## config.mk

```make
export PLATFORM = sky130hd
export DESIGN_NAME = pipe_hazard_ctrl
export DESIGN_NICKNAME = d
export VERILOG_FILES = /design/src/rtl/pipe_hazard_ctrl_pkg.sv /design/src/rtl/pipe_hazard_ctrl_load_use_detect.sv /design/src/rtl/pipe_hazard_ctrl.sv
export SDC_FILE = /design/constraint.sdc
export NUM_CORES = 1
export LEC_CHECK = 0
export BUFFER_PORTS_ARGS = -buffer_cell sky130_fd_sc_hd__buf_4
export CAP_MARGIN = 30
export CORE_AREA = 4 4 56 46
export DETAILED_ROUTE_END_ITERATION = 6
export DIE_AREA = 0 0 60 50
export GPL_TIMING_DRIVEN = 0
export PLACE_DENSITY = 0.73
export SETUP_SLACK_MARGIN = 0.3
export SKIP_CTS_REPAIR_TIMING = 1
export SLEW_MARGIN = 20
export SYNTH_ARGS = -nofsm -noshare
export SYNTH_HDL_FRONTEND = slang
export SYNTH_SLANG_ARGS = --single-unit
```

## constraint.sdc

```tcl
create_clock -name CLK -period 1.75 [get_ports CLK]
set_clock_uncertainty 0.2 [all_clocks]
set_input_delay 0.175 -clock CLK [delete_from_list [all_inputs] [get_ports CLK]]
set_output_delay 0.175 -clock CLK [all_outputs]
set_load 0.02 [all_outputs]
```

## src/rtl/pipe_hazard_ctrl_pkg.sv

```systemverilog
// Shared types and constants for the uop pipeline stall/flush control.
package pipe_ctrl_pkg;

    typedef enum logic [1:0] {
        RUN       = 2'd0,
        MEM_WAIT  = 2'd1,
        INT_DRAIN = 2'd2,
        INT_HOLD  = 2'd3
    } state_t;

    localparam int unsigned REG_ID_W = 5;
    localparam logic [REG_ID_W-1:0] REG_NONE = '0;

endpackage

```

## src/rtl/pipe_hazard_ctrl_load_use_detect.sv

```systemverilog
// Load-use hazard compare: a load in ID/EXE writes a register that the uop
// in IF/ID reads. Register 0 is never a real destination.
module load_use_detect
    import pipe_ctrl_pkg::*;
(
    input  logic                ld_valid,
    input  logic [REG_ID_W-1:0] ld_wr_id,
    input  logic [REG_ID_W-1:0] src1_id,
    input  logic [REG_ID_W-1:0] src2_id,
    input  logic                src1_use,
    input  logic                src2_use,
    output logic                hazard
);

    // Hazard when either read source matches a live load destination
    always_comb begin
        hazard = ld_valid && (ld_wr_id != REG_NONE) &&
                 ((src1_use && (src1_id == ld_wr_id)) ||
                  (src2_use && (src2_id == ld_wr_id)));
    end

endmodule

```

## src/rtl/pipe_hazard_ctrl.sv

```systemverilog
// Central stall/flush sequencer for the IF/ID, ID/EXE, EXE/MEM, MEM/WB
// latches: memory wait states, load-use bubbles, branch redirects and
// interrupt entry at an instruction boundary.
module pipe_hazard_ctrl
    import pipe_ctrl_pkg::*;
#(
    parameter int unsigned MEM_TIMEOUT     = 15,
    parameter int unsigned INT_HOLD_CYCLES = 2
) (
    input  logic                CLK,
    input  logic                RST,
    input  logic                mem_req,
    input  logic                mem_rdy,
    input  logic                ld_valid,
    input  logic [REG_ID_W-1:0] ld_wr_id,
    input  logic [REG_ID_W-1:0] id_src1_id,
    input  logic [REG_ID_W-1:0] id_src2_id,
    input  logic                id_src1_use,
    input  logic                id_src2_use,
    input  logic                redirect,
    input  logic                eoi_mem,
    input  logic                int_req,
    output logic                stall_if,
    output logic                stall_id,
    output logic                stall_exe,
    output logic                stall_mem,
    output logic                flush_id,
    output logic                flush_exe,
    output logic                flush_mem,
    output logic                int_ack,
    output logic                mem_timeout,
    output logic [1:0]          state_dbg
);

    localparam int unsigned HOLD_W = (INT_HOLD_CYCLES < 2) ? 1 : $clog2(INT_HOLD_CYCLES + 1);
    localparam logic [3:0]        TIMEOUT_CNT = 4'(MEM_TIMEOUT);
    localparam logic [HOLD_W-1:0] HOLD_INIT   = HOLD_W'(INT_HOLD_CYCLES);
    localparam logic [HOLD_W-1:0] HOLD_LAST   = HOLD_W'(1);

    state_t            state;
    state_t            ret_state;
    state_t            eff_state;
    logic [3:0]        wait_cnt;
    logic [HOLD_W-1:0] hold_cnt;
    logic              memwait;
    logic              ld_hazard;

    load_use_detect u_lud (
        .ld_valid (ld_valid),
        .ld_wr_id (ld_wr_id),
        .src1_id  (id_src1_id),
        .src2_id  (id_src2_id),
        .src1_use (id_src1_use),
        .src2_use (id_src2_use),
        .hazard   (ld_hazard)
    );

    // Wait-state detect; a wait that has reached the timeout is released.
    // The exit cycle of a wait behaves as the state being returned to, so
    // the pipeline is not idle for an extra cycle after the bus completes.
    always_comb begin
        memwait   = mem_req && !mem_rdy && (wait_cnt != TIMEOUT_CNT);
        eff_state = (state == MEM_WAIT) ? ret_state : state;
    end

    // Same-cycle stall/flush/ack strobes; stalls override all flushes
    always_comb begin
        stall_if  = 1'b0;
        stall_id  = 1'b0;
        stall_exe = 1'b0;
        stall_mem = 1'b0;
        flush_id  = 1'b0;
        flush_exe = 1'b0;
        flush_mem = 1'b0;
        int_ack   = 1'b0;
        if (!RST) begin
            if (memwait) begin
                stall_if  = 1'b1;
                stall_id  = 1'b1;
                stall_exe = 1'b1;
                stall_mem = 1'b1;
            end else if (eff_state == INT_HOLD) begin
                stall_if = 1'b1;
                flush_id = 1'b1;
            end else if (eff_state == INT_DRAIN && eoi_mem) begin
                int_ack   = 1'b1;
                flush_id  = 1'b1;
                flush_exe = 1'b1;
                flush_mem = 1'b1;
            end else if (redirect) begin
                flush_id  = 1'b1;
                flush_exe = 1'b1;
            end else if (ld_hazard) begin
                stall_if  = 1'b1;
                stall_id  = 1'b1;
                flush_exe = 1'b1;
            end
        end
    end

    // FSM, wait/hold counters and sticky timeout flag
    always_ff @(posedge CLK) begin
        if (RST) begin
            state       <= RUN;
            ret_state   <= RUN;
            wait_cnt    <= '0;
            hold_cnt    <= '0;
            mem_timeout <= 1'b0;
        end else if (memwait) begin
            if (state != MEM_WAIT) begin
                ret_state <= state;
                state     <= MEM_WAIT;
                wait_cnt  <= 4'd1;
            end else begin
                wait_cnt <= wait_cnt + 4'd1;
            end
        end else begin
            if (state == MEM_WAIT) begin
                wait_cnt <= '0;
                if (wait_cnt == TIMEOUT_CNT) begin
                    mem_timeout <= 1'b1;
                end
            end
            case (eff_state)
                RUN: begin
                    state <= int_req ? INT_DRAIN : RUN;
                end
                INT_DRAIN: begin
                    if (eoi_mem) begin
                        state    <= INT_HOLD;
                        hold_cnt <= HOLD_INIT;
                    end else begin
                        state <= INT_DRAIN;
                    end
                end
                INT_HOLD: begin
                    if (hold_cnt <= HOLD_LAST) begin
                        state    <= RUN;
                        hold_cnt <= '0;
                    end else begin
                        state    <= INT_HOLD;
                        hold_cnt <= hold_cnt - HOLD_LAST;
                    end
                end
                default: state <= RUN;
            endcase
        end
    end

    assign state_dbg = state;

endmodule

```

Word-level counts from Yosys, hierarchy flattened
Cells that the tools add are included.

word-level totals
  logic and storage cells = 73
  flip-flop bits (word level) = 11
  output and inout bits = 11
  bits of input ports = 25

cells by class
  add/sub/neg operators = 2
  mux-type cells = 38
  equal/unequal tests = 10
  reduce and logical (&&, ||, !) cells = 16
  bitwise logic cells = 1
  magnitude comparators = 1

operator list
  kind                                                                               number
  1-bit 2-to-1 mux                                                                   26
  2-bit 2-to-1 mux                                                                   7
  4-bit 2-to-1 mux                                                                   3
  5-bit == test                                                                      2
  1-bit logical AND                                                                  7
  2-bit case mux with 3 select lines                                                 1
  3-bit AND reduction                                                                2
  5-bit nonzero test                                                                 1
  4-bit by 1-bit adder with 4-bit output (second input constant)                     1
  2-bit == test (second input constant)                                              2
  4-bit == test (second input constant)                                              1
  2-bit by 1-bit != test with 1-bit output (second input constant)                   2
  4-bit != test (second input constant)                                              1
  2-bit case mux with 2 select lines                                                 1
  2-bit nonzero test                                                                 2
  2-bit by 1-bit == test with 1-bit output (second input constant)                   1
  2-bit by 1-bit less-or-equal comparator with 1-bit output (second input constant)  1
  2-bit zero test                                                                    1
  2-bit != test (second input constant)                                              1
  2-bit AND reduction                                                                1
  2-bit by 1-bit subtractor with 2-bit output (second input constant)                1
  1-bit zero test                                                                    1
  1-bit logical OR                                                                   1
  1-bit inverter                                                                     1

Logic depth before layout (Yosys ltp)
  depth after elaboration = 10
  mapped depth = 5
  depth with buffers taken out = 5

By module
From an unflattened synthesis, not the netlist that was laid out.

second synthesis, totals
  cell total of the unflattened synthesis = 100
  area total of the unflattened synthesis = 823.3 µm²

modules (own cells, without submodules)
  module            instances  sequential area each (µm²)  area an instance (µm²)  cells an instance
  pipe_hazard_ctrl  1          220.2                       689.4                   83
  load_use_detect   1          0.0                         133.9                   17

Worst setup path after synthesis
No wires, ideal clock.

  path kind = reg2out
  start = register state[0] (netlist: state_dbg[0])
  end = output port int_ack
  slack = -0.477 ns
  buffers on the path = 2
  cell stages (with the launch flop) = 6
  data required time = 1.375 ns
  data arrival time = 1.852 ns
  path through = dfxtp_1 > buf_6 > nor4bb_1 > o21ai_1 > nor3_1 > buf_4

on the way
  word-level cells in the longest chain between the ends = 8
  elaborated cells on any way between the ends = 9
  those cells by class = eq/ne: 3; mux: 5; reduce/logical: 1

ends and longest elaborated chain
  item                                      RTL line                 source
  start: declaration                        pipe_hazard_ctrl.sv:40   state_t state;
  start signal: assignment                  pipe_hazard_ctrl.sv:126  state <= int_req ? INT_DRAIN : RUN;
  2-bit by 1-bit == test with 1-bit output  pipe_hazard_ctrl.sv:63   eff_state = (state == MEM_WAIT) ? ret_state : state;
  2-bit 2-to-1 mux *                        pipe_hazard_ctrl.sv:63
  2-bit == test                             pipe_hazard_ctrl.sv:85   end else if (eff_state == INT_DRAIN && eoi_mem) begin
  1-bit logical AND                         pipe_hazard_ctrl.sv:85
  1-bit 2-to-1 mux                          n/a
  1-bit 2-to-1 mux * (3 in series)          n/a
  end: declaration                          pipe_hazard_ctrl.sv:30   output logic int_ack,

Mark *: on every way between the ends. The rest lies on a longest branch, timed or not.

Worst setup path in the final report
  start = register state[0] (netlist: state_dbg[0])
  end = output port stall_if

on the way
  word-level cells in the longest chain between the ends = 8
  elaborated cells on any way between the ends = 9
  those cells by class = eq/ne: 3; mux: 5; reduce/logical: 1

ends and longest elaborated chain
  item                                      RTL line                source
  2-bit by 1-bit == test with 1-bit output  pipe_hazard_ctrl.sv:63
  2-bit 2-to-1 mux *                        pipe_hazard_ctrl.sv:63
  2-bit == test                             pipe_hazard_ctrl.sv:85
  1-bit logical AND                         pipe_hazard_ctrl.sv:85
  1-bit 2-to-1 mux                          pipe_hazard_ctrl.sv:85
  1-bit 2-to-1 mux *                        pipe_hazard_ctrl.sv:82  end else if (eff_state == INT_HOLD) begin
  1-bit 2-to-1 mux *                        pipe_hazard_ctrl.sv:77  if (memwait) begin
  1-bit 2-to-1 mux *                        pipe_hazard_ctrl.sv:76  if (!RST) begin
  end: declaration                          pipe_hazard_ctrl.sv:23  output logic stall_if,

Marks and branches as above.

==> impl_metrics.json <==
{
  "outcome": "finished with violations",
  "violations": "setup timing",
  "gp_congestion": 0.770,
  "cap_viol_max_count": 0,
  "cts_buffers": 3,
  "worstMarginPinSlew_ns": 0.715,
  "detail_route.first_pass.iterations": 4,
  "synthTopCellsByArea": "dfxtp_1 (28%), xor2_1 (8.8%), a21oi_1 (7.6%)",
  "p_switching_w": 0.000218,
  "yosys_warnings": 0,
  "fmax_mhz": 440,
  "start_util_pct": 40.5,
  "dp_hpwl_um": 1800,
  "yosysSeqAreaShare_pct": 27.7,
  "finalInstanceArea_mm2": 0.00143,
  "grt_max_degree": 11,
  "core-area_mm2": 0.00196,
  "dr_wl_met3_um": 192,
  "drt_iter0_drc": 46,
  "n_fill_cell": 150,
  "io_buffers": 35,
  "via_per_inst": 5.60,
  "clock_path_buffers": 2,
  "vdd_drop_max_mv": 0.450,
  "nets": 181,
  "hp-class": "input port to flip-flop",
  "comb_power_share_pct": 36.5,
  "cts_tree": "built",
  "max_slew_margin_pct": 52.4,
  "dieArea_mm2": 0.00300,
  "crit_required_ns": 1.37,
  "avgSynthCellArea_um2": 7.71,
  "timing.final.crit_share_pct": 130,
  "vias": 997,
  "highest_layer": "met4",
  "n_antenna_cell": 0,
  "period_needed_ns": 2.27,
  "synth_area_um2": 795,
  "r2r_end": "wait_cnt[3]$_SDFFE_PP0P_",
  "rows": 14,
  "r2r_start": "state_dbg[0]$_SDFFE_PP0P_",
  "synth_largest_area_cell": "dfxtp_1",
  "critPathCapture": "stall_if",
  "wl_met1_um": 1150,
  "synthCells": 103,
  "cp-end-kind": "primary output",
  "grt_pass1_vias": 872,
  "drive_gt1_share_pct": 54.5,
  "placed_area_mm2": 0.00120,
  "seq_area_um2": 233,
  "layout_commonest_cell": "buf_4",
  "p_leak_nw": 0.565,
  "grt_pass1_wl_um": 3750,
  "syn_nets": 129,
  "clockRootBuffer": "clkbuf_4",
  "grt_use_total_pct": 16.0,
  "routed_wl_um": 2570,
  "crit_path_start": "state_dbg[0]$_SDFFE_PP0P_",
  "mostFrequentLayoutCells": "buf_4 (41), buf_6 (10), a21oi_1 (10), xor2_1 (8), nor2_1 (8)",
  "die_y_um": 50,
  "power_density_mw_per_mm2": 486,
  "timing.final.ws_setup_ns": -0.521,
  "antenna_found_initial": 0,
  "htreeDepth": 1,
  "final_antenna_net_count": 0,
  "cts.clk_slew.worst_paths_ns": 0.07,
  "critPathArrivalTime_ns": 1.90,
  "ys_ff_latch": 11,
  "drcViolationCount": 0,
  "r2r_slack_ns": 0.08,
  "hold_viol": 0,
  "p_seq_share_pct": 38.1,
  "worstPathMaxFanout": 7,
  "pwr-share-clk_pct": 25.4,
  "p_int_w": 0.000478,
  "critPathLaunchType": "flip-flop",
  "die_w_um": 60,
  "area_growth_pct": 80.5,
  "finalSetupViolations": 8,
  "worstSkewPairLatency_ns": 0.27,
  "clkSinkCount": 11,
  "multi_input_area_um2": 712,
  "rsz0062_at_grt": "true",
  "finalPower_w": 0.000696,
  "grt_overflow": 0,
  "hold_ws_ns": 0.106,
  "wl_met2_um": 1200,
  "synth_top_area_share_pct": 27.7,
  "routedWlPerCell_um": 14.4,
  "ios": 36,
  "setup_tns_ns": -2.23,
  "switching_share_pct": 31.3,
  "setup.worst_path.class": "flip-flop to primary output",
  "maxSlewViolCount": 0,
  "reg2reg_depth": 7,
  "ys_types": 37
}
## worst max-delay path, cell delays in order (launching register included)
cell	delay, ns
dfxtp_4	0.35
buf_6	0.12
nor4bb_4	0.16
o21a_1	0.23
or4_4	0.50
o22ai_4	0.11
buf_6	0.14
## flip-flops by register name, indices dropped and copies added, names as in the netlist
register	count
ret_state	2
mem_timeout	1
wait_cnt	4
hold_cnt	2
state_dbg	2
## power groups by stage
stage / sequential [W] / clock [W] / combinational, W
finish: 0.000266 / 0.000177 / 0.000254
global route: 0.000266 / 0.000187 / 0.000275
CTS: 0.000266 / 0.000173 / 0.000203
detailed placement: 0.000272 / 0 / 0.000203
global placement: 0.000272 / 0 / 0.000198
floorplan: 0.000275 / 0 / 0.000114
## Yosys cell counts (all sizes together)
cell type,n
a21oi,12
dfxtp,11
nor2,10
o21ai,9
xor2,8
nand2,6
nor3,5
buf,4
nor2b,4
or4,4
nand3,3
clkbuf,2
nor4,2
o21a,2
o22ai,2
or2b,2
xnor2,2
a2111o,1
a2111oi,1
a211oi,1
a22oi,1
a31oi,1
a32oi,1
and2,1
and3,1
ha,1
inv,1
nand3b,1
nand4,1
nor4bb,1
o211a,1
o31ai,1
## through the flow
stage | utilization, % | instances | setup slack, ns
6_report | 73.1 | 178 | -0.521
5_1_grt | 73.1 | 178 | -0.579
4_1_cts | 62.5 | 166 | -0.564
3_5_place_dp | 61.2 | 162 | -0.272
3_3_place_gp | 61.2 | 162 | -0.257
2_1_floorplan | - | 103 | -0.123
## kinds of logic (layout without fill, tap and decap cells)
logic type      after synthesis  after routing  share of synthesized area, %
compound gates               33             33                          25.2
buf+inv                       7             58                          5.67
fa+ha+maj                     1              1                          1.57
flops                        11             11                          27.7
simple gates                 41             41                          28.8
xor+xnor                     10             10                          11.0
## how the worst min path moves through the flow
stage,from,end,slack [ns],cells past startpoint
after floorplan,int_req,state_dbg[1]$_SDFFE_PP0P_,0.16,2
after global placement,mem_timeout$_SDFFE_PP0P_,mem_timeout$_SDFFE_PP0P_,0.26,2
after detailed placement,mem_timeout$_SDFFE_PP0P_,mem_timeout$_SDFFE_PP0P_,0.27,2
after CTS,int_req,state_dbg[1]$_SDFFE_PP0P_,0.01,3
after global routing,int_req,state_dbg[1]$_SDFFE_PP0P_,0.13,3
final,int_req,state_dbg[1]$_SDFFE_PP0P_,0.11,3
## layer usage
metal  global-route usage [%]  vias up
met3                     5.48        5
met4                     3.32        0
met2                     23.4       41
li1                         -      489
met1                     22.4      462
met5                        0        -
## layout make-up
class,count,area share (%)
Tap cell,24,2.09
Inverter,1,0.262
Buffer,6,3.49
Multi-Input combinational cell,85,49.7
Sequential cell,11,16.2
Clock buffer,4,1.83
Timing Repair Buffer,47,26.4
Power figures use the tool's default switching activity.
